## config.mk

```make
export PLATFORM = sky130hd
export DESIGN_NAME = regfile_wb_arbiter
export DESIGN_NICKNAME = d
export VERILOG_FILES = /design/src/rtl/regfile_wb_arbiter_pkg.sv /design/src/rtl/regfile_wb_arbiter_rr_arbiter.sv /design/src/rtl/regfile_wb_arbiter.sv
export SDC_FILE = /design/constraint.sdc
export NUM_CORES = 1
export LEC_CHECK = 0
export CAP_MARGIN = 20
export CELL_PAD_IN_SITES_DETAIL_PLACEMENT = 2
export CELL_PAD_IN_SITES_GLOBAL_PLACEMENT = 2
export CORE_AREA = 2 2 134 136
export CTS_BUF_LIST = sky130_fd_sc_hd__clkbuf_8
export DETAILED_ROUTE_END_ITERATION = 7
export DIE_AREA = 0 0 136 138
export PLACE_DENSITY = 0.84
export SYNTH_ARGS = -nofsm -noshare
export SYNTH_HDL_FRONTEND = slang
export SYNTH_HIERARCHICAL = 1
export SYNTH_SLANG_ARGS = --single-unit
```

## constraint.sdc

```tcl
create_clock -name clk -period 9.2 [get_ports clk]
set_clock_uncertainty 0.2 [all_clocks]
set_input_delay 1.84 -clock clk [delete_from_list [all_inputs] [get_ports clk]]
set_output_delay 1.84 -clock clk [all_outputs]
set_load 0.03 [all_outputs]
```

## src/rtl/regfile_wb_arbiter_pkg.sv

```systemverilog
// Shared constants for the register-file write-back path: requester indices
// and the architectural register addresses with special handling.
package regfile_wb_arbiter_pkg;

   localparam int unsigned NUM_WB_REQ = 32'd3;

   localparam logic [1:0] REQ_ALU = 2'd0;
   localparam logic [1:0] REQ_LSU = 2'd1;
   localparam logic [1:0] REQ_MDU = 2'd2;

   localparam logic [4:0] REG_ZERO_ADDR = 5'd0;
   localparam logic [4:0] REG_LO_ADDR   = 5'd24;

endpackage

```

## src/rtl/regfile_wb_arbiter_rr_arbiter.sv

```systemverilog
// Combinational round-robin picker: the first asserted request found when
// searching upward from ptr_i (wrapping modulo N) wins.
module regfile_wb_arbiter_rr_arbiter #(
   parameter int N = 3,
   localparam int PW = (N > 1) ? $clog2(N) : 1
) (
   input  logic [N-1:0]  req_i,
   input  logic [PW-1:0] ptr_i,
   output logic [N-1:0]  grant_o,
   output logic [PW-1:0] idx_o,
   output logic          any_o
);

   // Priority search starting at the pointer
   always_comb begin
      logic [PW-1:0] c;
      c       = {PW{1'b0}};
      grant_o = {N{1'b0}};
      idx_o   = {PW{1'b0}};
      any_o   = 1'b0;
      for (int k = 0; k < N; k++) begin
         c = PW'((int'(ptr_i) + k) % N);
         if (!any_o && req_i[c]) begin
            grant_o[c] = 1'b1;
            idx_o      = c;
            any_o      = 1'b1;
         end else begin
            any_o = any_o;
         end
      end
   end

endmodule

```

## src/rtl/regfile_wb_arbiter.sv

```systemverilog
// Write-back arbiter for the single register-file write port, plus the
// pending-write scoreboard that decode uses for RAW stalls.
module regfile_wb_arbiter
   import regfile_wb_arbiter_pkg::*;
#(
   parameter int NUM_REQ    = NUM_WB_REQ,
   parameter int DATA_WIDTH = 32,
   parameter int ADDR_WIDTH = 5
) (
   input  logic                            clk,
   input  logic                            rst,
   input  logic                            wb_stall,
   input  logic [NUM_REQ-1:0]              req_valid,
   output logic [NUM_REQ-1:0]              req_ready,
   input  logic [NUM_REQ*ADDR_WIDTH-1:0]   req_addr,
   input  logic [NUM_REQ*DATA_WIDTH-1:0]   req_data,
   input  logic                            rsv_en,
   input  logic [ADDR_WIDTH-1:0]           rsv_addr,
   output logic [31:0]                     busy_mask,
   output logic                            write_en,
   output logic [ADDR_WIDTH-1:0]           write_addr,
   output logic [DATA_WIDTH-1:0]           write_data
);

   localparam int PTR_W = (NUM_REQ > 1) ? $clog2(NUM_REQ) : 1;

   logic [PTR_W-1:0]      rr_ptr_q, rr_ptr_d;
   logic                  write_en_q, write_en_d;
   logic [ADDR_WIDTH-1:0] write_addr_q, write_addr_d;
   logic [DATA_WIDTH-1:0] write_data_q, write_data_d;
   logic [31:0]           busy_q, busy_d;

   logic [NUM_REQ-1:0]    req_masked_s;
   logic [NUM_REQ-1:0]    grant_s;
   logic [PTR_W-1:0]      grant_idx_s;
   logic                  grant_any_s;
   logic                  xfer_s;
   logic [ADDR_WIDTH-1:0] sel_addr_s;
   logic [DATA_WIDTH-1:0] sel_data_s;

   assign req_masked_s = req_valid & {NUM_REQ{~wb_stall}};

   regfile_wb_arbiter_rr_arbiter #(.N(NUM_REQ)) u_rr_arbiter (
      .req_i   (req_masked_s),
      .ptr_i   (rr_ptr_q),
      .grant_o (grant_s),
      .idx_o   (grant_idx_s),
      .any_o   (grant_any_s)
   );

   // Grants are suppressed while reset is held so nothing is accepted and lost
   assign req_ready = rst ? grant_s : {NUM_REQ{1'b0}};
   assign xfer_s    = rst & grant_any_s;

   // Mux the granted requester's address and data
   always_comb begin
      sel_addr_s = {ADDR_WIDTH{1'b0}};
      sel_data_s = {DATA_WIDTH{1'b0}};
      for (int i = 0; i < NUM_REQ; i++) begin
         if (grant_s[i]) begin
            sel_addr_s = req_addr[i*ADDR_WIDTH +: ADDR_WIDTH];
            sel_data_s = req_data[i*DATA_WIDTH +: DATA_WIDTH];
         end else begin
            sel_addr_s = sel_addr_s;
         end
      end
   end

   // Next state for pointer, write channel and scoreboard
   always_comb begin
      rr_ptr_d     = rr_ptr_q;
      write_en_d   = 1'b0;
      write_addr_d = write_addr_q;
      write_data_d = write_data_q;
      busy_d       = busy_q;
      if (xfer_s) begin
         rr_ptr_d     = (grant_idx_s == PTR_W'(NUM_REQ - 1)) ? {PTR_W{1'b0}}
                                                             : grant_idx_s + PTR_W'(1);
         write_en_d   = (sel_addr_s != ADDR_WIDTH'(REG_ZERO_ADDR));
         write_addr_d = sel_addr_s;
         write_data_d = sel_data_s;
         busy_d[sel_addr_s] = 1'b0;
      end else begin
         rr_ptr_d = rr_ptr_q;
      end
      // Set after clear: a same-cycle reservation belongs to a younger instruction
      busy_d[rsv_addr] = busy_d[rsv_addr] | rsv_en;
      busy_d[0]        = 1'b0;
   end

   // State registers
   always_ff @(posedge clk or negedge rst) begin
      if (!rst) begin
         rr_ptr_q     <= {PTR_W{1'b0}};
         write_en_q   <= 1'b0;
         write_addr_q <= {ADDR_WIDTH{1'b0}};
         write_data_q <= {DATA_WIDTH{1'b0}};
         busy_q       <= 32'd0;
      end else begin
         rr_ptr_q     <= rr_ptr_d;
         write_en_q   <= write_en_d;
         write_addr_q <= write_addr_d;
         write_data_q <= write_data_d;
         busy_q       <= busy_d;
      end
   end

   assign write_en   = write_en_q;
   assign write_addr = write_addr_q;
   assign write_data = write_data_q;
   assign busy_mask  = busy_q;

endmodule

```

Word level (Yosys, flattened, before mapping):

Index checks and enable logic that the tools add are counted.

* output and inout bits: 73
* bits in registers: 71

* muxes and demuxes: 38
* bitwise operators: 8
* add/sub/neg operators: 3
* reductions and logical operators: 10
* eq/ne operators: 1
* order comparisons: 10
* div/mod/pow operators: 3

Operator list (number)
* $mux W32: 4
* $mod A32 B3 Y32 const B: 2
* $and A32 B32 Y32: 1
* $bwmux W32: 1
* $mod A3 B3 Y32 const B: 1
* $not A32 Y32: 1
* $mux W5: 3
* $mux W1: 13
* $lt A5 B6 Y1 const B: 2
* $mux W3: 4
* $demux W1 S5: 2
* $ge A5 B1 Y1 const B: 2
* $lt A2 B3 Y1 const B: 3
* $mux W2: 4
* $logic_and A1 B1 Y1: 7
* $bmux W1 S2: 3
* $demux W1 S2: 3
* $ge A2 B1 Y1 const B: 3
* $or A3 B3 Y3: 2
* $bmux W1 S5: 1
* $reduce_bool A5 Y1: 1
* $add A2 B1 Y3 const B: 1
* $add A2 B2 Y3 const B: 1
* $and A3 B3 Y3: 1
* 6 further kinds: 7

Logic depth before layout (Yosys ltp):

* depth in word-level cells: 25
* gate-level depth with buffers: 18
* depth with buffers taken out: 14

Modules after synthesis:

Netlist, hierarchy kept.

By module, submodules not included
* regfile_wb_arbiter: area each 3920.0 µm², sequential area each 1776.7 µm², times used 1, cells each 477
* regfile_wb_arbiter_rr_arbiter: area each 347.8 µm², sequential area each 0.0 µm², times used 1, cells each 53

Worst setup path after synthesis:

Ideal clock, no wire load.

* path type: input to output
* from: input req_valid[2]
* to: output req_ready[2]
* data required time: 7.160 ns
* path slack: 3.339 ns
* arrival: 3.821 ns
* path buffers: 3
* stages on the path: 8
* path through: nor2b_1 nor2b_1 a31oi_1 a21boi_1 buf_2 clkbuf_1 clkbuf_1 and2_1

* longest elaborated chain between the ends: 11
* elaborated cells between the ends (all ways): 19
* classes of those cells: mux: 12; bitwise: 3; reduce/logical: 4

Ends and longest elaborated chain
* start, declared: line regfile_wb_arbiter.sv:13 `input logic [NUM_REQ-1:0] req_valid,`
* $and A3 B3 Y3 (*): line regfile_wb_arbiter.sv:41 `assign req_masked_s = req_valid & {NUM_REQ{~wb_stall}};`
* $bmux W1 S2: line regfile_wb_arbiter_rr_arbiter.sv:23 `if (!any_o && req_i[c]) begin`
* $mux W1 (not written as such): line regfile_wb_arbiter_rr_arbiter.sv:23
* $mux W1: line regfile_wb_arbiter_rr_arbiter.sv:23
* $logic_not A1 Y1: line regfile_wb_arbiter_rr_arbiter.sv:23
* $logic_and A1 B1 Y1: line regfile_wb_arbiter_rr_arbiter.sv:23
* $mux W1: line regfile_wb_arbiter_rr_arbiter.sv:23
* $logic_not A1 Y1: line regfile_wb_arbiter_rr_arbiter.sv:23
* $logic_and A1 B1 Y1: line regfile_wb_arbiter_rr_arbiter.sv:23
* $mux W3 (*): line regfile_wb_arbiter_rr_arbiter.sv:23
* net grant_s[2]: line regfile_wb_arbiter.sv:34 `logic [NUM_REQ-1:0] grant_s;`
* $mux W3 (*): line regfile_wb_arbiter.sv:52 `assign req_ready = rst ? grant_s : {NUM_REQ{1'b0}};`
* end, declared: line regfile_wb_arbiter.sv:14 `output logic [NUM_REQ-1:0] req_ready,`

The timed path passes the listed nets; every way through them passes the cells marked *. The select of a mux whose other input is x is not followed.

Worst setup path after layout:

* from: input wb_stall
* to: register busy_q[17], in the netlist busy_mask[17]

* elaborated cells between the ends (all ways): 36
* classes of those cells: order compare: 2; mux: 21; bitwise: 8; reduce/logical: 5

RTL lines
* start, declared: line regfile_wb_arbiter.sv:12 `input logic wb_stall,`
* $not A1 Y1 (*): line regfile_wb_arbiter.sv:41
* $and A3 B3 Y3 (*): line regfile_wb_arbiter.sv:41
* net req_masked_s[1]: line regfile_wb_arbiter.sv:33 `logic [NUM_REQ-1:0] req_masked_s;`
* $bmux W1 S2: line regfile_wb_arbiter_rr_arbiter.sv:23
* $mux W1 (not written as such): line regfile_wb_arbiter_rr_arbiter.sv:23
* $mux W1: line regfile_wb_arbiter_rr_arbiter.sv:23
* $logic_not A1 Y1: line regfile_wb_arbiter_rr_arbiter.sv:23
* $logic_and A1 B1 Y1: line regfile_wb_arbiter_rr_arbiter.sv:23
* [... 4 more ...]
* net grant_s[2]: line regfile_wb_arbiter.sv:34
* [... 5 more ...]
* $not A32 Y32 (no source line) (*)
* $and A32 B32 Y32 (no source line) (*)
* $mux W32 (*): line regfile_wb_arbiter.sv:76 `if (xfer_s) begin`
* $bmux W1 S5: line regfile_wb_arbiter.sv:87 `busy_d[rsv_addr] = busy_d[rsv_addr] | rsv_en;`
* $mux W1 (not written as such): line regfile_wb_arbiter.sv:87
* $or A1 B1 Y1: line regfile_wb_arbiter.sv:87
* $bwmux W32 (*): line regfile_wb_arbiter.sv:87
* net busy_d[17]: line regfile_wb_arbiter.sv:31 `logic [31:0] busy_q, busy_d;`
* end signal, assigned: line regfile_wb_arbiter.sv:104 `busy_q <= busy_d;`
* end, declared: line regfile_wb_arbiter.sv:31

Marks and branches as above.
A chain may end at the register's enable or synchronous reset.

==> results.md <==
* Worst R2R Path Depth at 16
* Max IR drop VDD at 113 uV
* WL per Instance at 20.0 um
* Setup TNS at 0 ps
* CP max FO at 30
* Number of buffers added for setup after CTS at 0
* Row cnt at slightly below 50
* Vias at 4,784
* Initial Util at 24.3%
* WS Path Type: primary input to flip-flop
* Post-Synthesis Cell Area at approximately 4300 sq um
* Clock latency on the worst-skew pair at 360 ps
* Area Growth Syn to Fin at 54.7%
* Number of buffers created by CTS at 9
* Clk buf depth at 2
* Die W at between 100 and 150 um
* First-pass GRT wire length at around 29 mm
* Num Clock Sinks at a little over 70
* Max Cap Viol at 0
* Post-synth ARST share at 100%
* Net count, final at 830
* CTS tree: done
* Hold buffer count at cts at 0
* Die area at 18,800 sq um
* Clock transition at path regs at ~80 ps
* RSZ-0062 raised after global routing: no
* H-tree depth at 3
* Hold Path Sink: write_data[4]
* Reg2reg start: rr_ptr_q[1]
* Synth Instances at 530
* Buffers added on ports at around 190
* ANT nets after route at 0
* Placement Setup Slack at between 1500 and 2000 ps
* Hold_sp: write_data[4]
* Die Span Y at about 140 um
* Antenna cells at 0
* Final Hold Vio Count at 0
* Synthesized flop and latch total at 71
* Total congestion overflow at 0
* Capture point of the worst reg-to-reg path: busy_mask[17]
* I/O pins at approximately 200
* Final setup violating endpoints at 0
* DR iter-0 viols at just under 200
* Leakage at ~2.6 nW
* Tmin final at between 7000 and 8000 ps
* DRT Wirelength at around 19 mm
* Area of the multi-input gates at 2320 sq um
* Yosys cell types at 56
* Register area share after synthesis at between 40% and 50%
* Pins over their slew limit at 0
* Fillers at 1,979
* Worst slew pin tran at about 1100 ps
* Slew margin rel. at about a quarter
* Highest Clock Rate at 140 MHz
* WP data arrival at 7160 ps
* Post-cts sizing count at 0
* Period utilization at around 77%
* Synth warn at 6
* PD cells at 337 nW/um^2
* R2r setup slk at between 3000 and 4000 ps
* Core Region at approximately 18,000 sq um
* Share of layout cells above drive strength 1 at 5.37%
* Dominant synthesized flop cell: dfrtp_1
* Startpoint Class: primary input
* Router iterations before antenna repair at 4
* GRT Util Overall at roughly a fifth
* DRC at 0
* Sequential cell area at around 1800 sq um
* Final worst slack at slightly above 2000 ps
* Via density at 5.11
* HP Class: flip-flop to flip-flop
* Clock root buffer: clkbuf_8
* Status: finished, final reports clean
* Vias in the first global route at 5,345
* RD Place Congestion at roughly 0.88
* Critical path capture point type: flip-flop
* Largest net degree at the start of global routing at 70
* Post-synth EDFFs at 0
* Hold path cells at 2
* Syn nets at between 600 and 700
* Initial antenna violation count at 0
* HPWL Detailed at around 14 mm
* Critical path data required time at 9240 ps
* Syn_area_per_cell at about 8 sq um
power by group:
part	total, W	internal (W)	switching, W
combinational	0.00143	0.000514	0.000918
sequential	0.000532	0.000442	0.0000898
clock	0.000258	0.000126	0.000133
total	0.00222	0.00108	0.00114
cell usage in the layout (no fill, tap or decap), drive strengths merged, types with 2 or more instances in the layout:
cell | Yosys | final
a21o | 3 | 3
a21oi | 52 | 52
a22o | 2 | 2
a22oi | 34 | 34
a31oi | 9 | 9
a32oi | 2 | 2
and2 | 5 | 5
buf | 14 | 8
clkbuf | 25 | 9
clkdlybuf4s50 | 0 | 193
clkinv | 0 | 3
clkinvlp | 0 | 2
dfrtp | 71 | 71
ha | 4 | 4
inv | 7 | 8
mux2i | 8 | 8
nand2 | 80 | 80
nand2b | 7 | 7
nand3 | 15 | 15
nand3b | 6 | 6
nand4 | 5 | 5
nor2 | 58 | 58
nor2b | 9 | 9
nor3 | 5 | 5
nor3b | 2 | 2
o2111ai | 2 | 2
o211ai | 4 | 4
o21ai | 69 | 69
o311ai | 2 | 2
o31a | 2 | 2
o31ai | 3 | 3
or2 | 2 | 2
or3 | 4 | 4
or4 | 4 | 4
metrics by stage:
| step | power, W | instances | utilization (%) | hold WS (ps) | cell area (sq um) |
|---|---|---|---|---|---|
| 6_report | 0.00222 | 937 | 37.6 | 289 | 6600 |
| 3_3_place_gp | 0.00191 | 921 | 36.5 | 262 | 6400 |
| 3_5_place_dp | 0.00197 | 921 | 36.5 | 275 | 6400 |
| 5_1_grt | 0.00238 | 937 | 37.6 | 322 | 6600 |
| 4_1_cts | 0.00224 | 937 | 37.6 | 293 | 6600 |
| 2_1_floorplan | 0.00138 | 530 | - | 300 | 4270 |
metal layers:
layer | wire (um) | track usage, % | up-vias
met5 | 0 | 0 | -
met4 | 434 | 6.85 | 0
met3 | 697 | 2.86 | 27
met2 | 9710 | 35.4 | 124
met1 | 7890 | 24.5 | 2393
li1 | - | - | 2240
critical path: stages:
cell,delay (ps)
clkdlybuf4s50_1,450
nor2b_1,420
nand2b_1,210
nand2_1,180
o211ai_1,160
a21boi_4,660
a21oi_1,140
a22oi_1,400
nand3_1,390
or4_1,550
a21oi_1,150
o211ai_1,120
a311oi_2,960
buf_4,390
o21ai_1,130
synthesized netlist by cell type, drive strengths merged, types with 5 or more instances:
cell type / count / area [sq um]
nand3b: 6 / 45.0
a31oi: 9 / 56.3
nand2b: 7 / 43.8
o21ai: 69 / 345
nor3: 5 / 25.0
dfrtp: 71 / 1780
a21oi: 52 / 268
nor2b: 9 / 56.3
nor2: 58 / 218
nand3: 15 / 75.1
a22oi: 34 / 255
clkbuf: 25 / 96.3
buf: 14 / 72.6
inv: 7 / 26.3
nand2: 80 / 300
mux2i: 8 / 83.8
nand4: 5 / 31.3
and2: 5 / 31.3
state kept, by name, summed over array words and instances (netlist names):
register and cells:
write_data 32, busy_mask 31, write_addr 5, rr_ptr_q 2, write_en 1
how the worst max path moves through the flow:
stage	startpoint	to	slack, ps	cells after the start
2_1_floorplan	req_valid[2]	req_ready[2]	3340	8
3_3_place_gp	req_valid[1]	busy_mask[5]	2220	15
3_5_place_dp	wb_stall	busy_mask[1]	1810	15
4_1_cts	wb_stall	busy_mask[17]	2130	15
5_1_grt	wb_stall	busy_mask[17]	1670	15
6_report	wb_stall	busy_mask[17]	2070	15
cell families after synthesis:
group	after synthesis	synth area share, %
compound gates	194	28.0
buf+inv	46	4.57
fa+ha+maj	4	1.17
simple gates	204	21.8
other cells	1	0.0879
flops	71	41.6
mux	10	2.76
final cells by class:
type                            instances  share of cell area, %
Tap cell                              229                   4.34
Timing Repair Buffer                  201                   30.2
Multi-Input combinational cell        413                   35.2
Inverter                                7                  0.398
Clock buffer                            9                   1.88
Clock inverter                          7                   1.10
Sequential cell                        71                   26.9
Power figures use the tool's default switching activity.
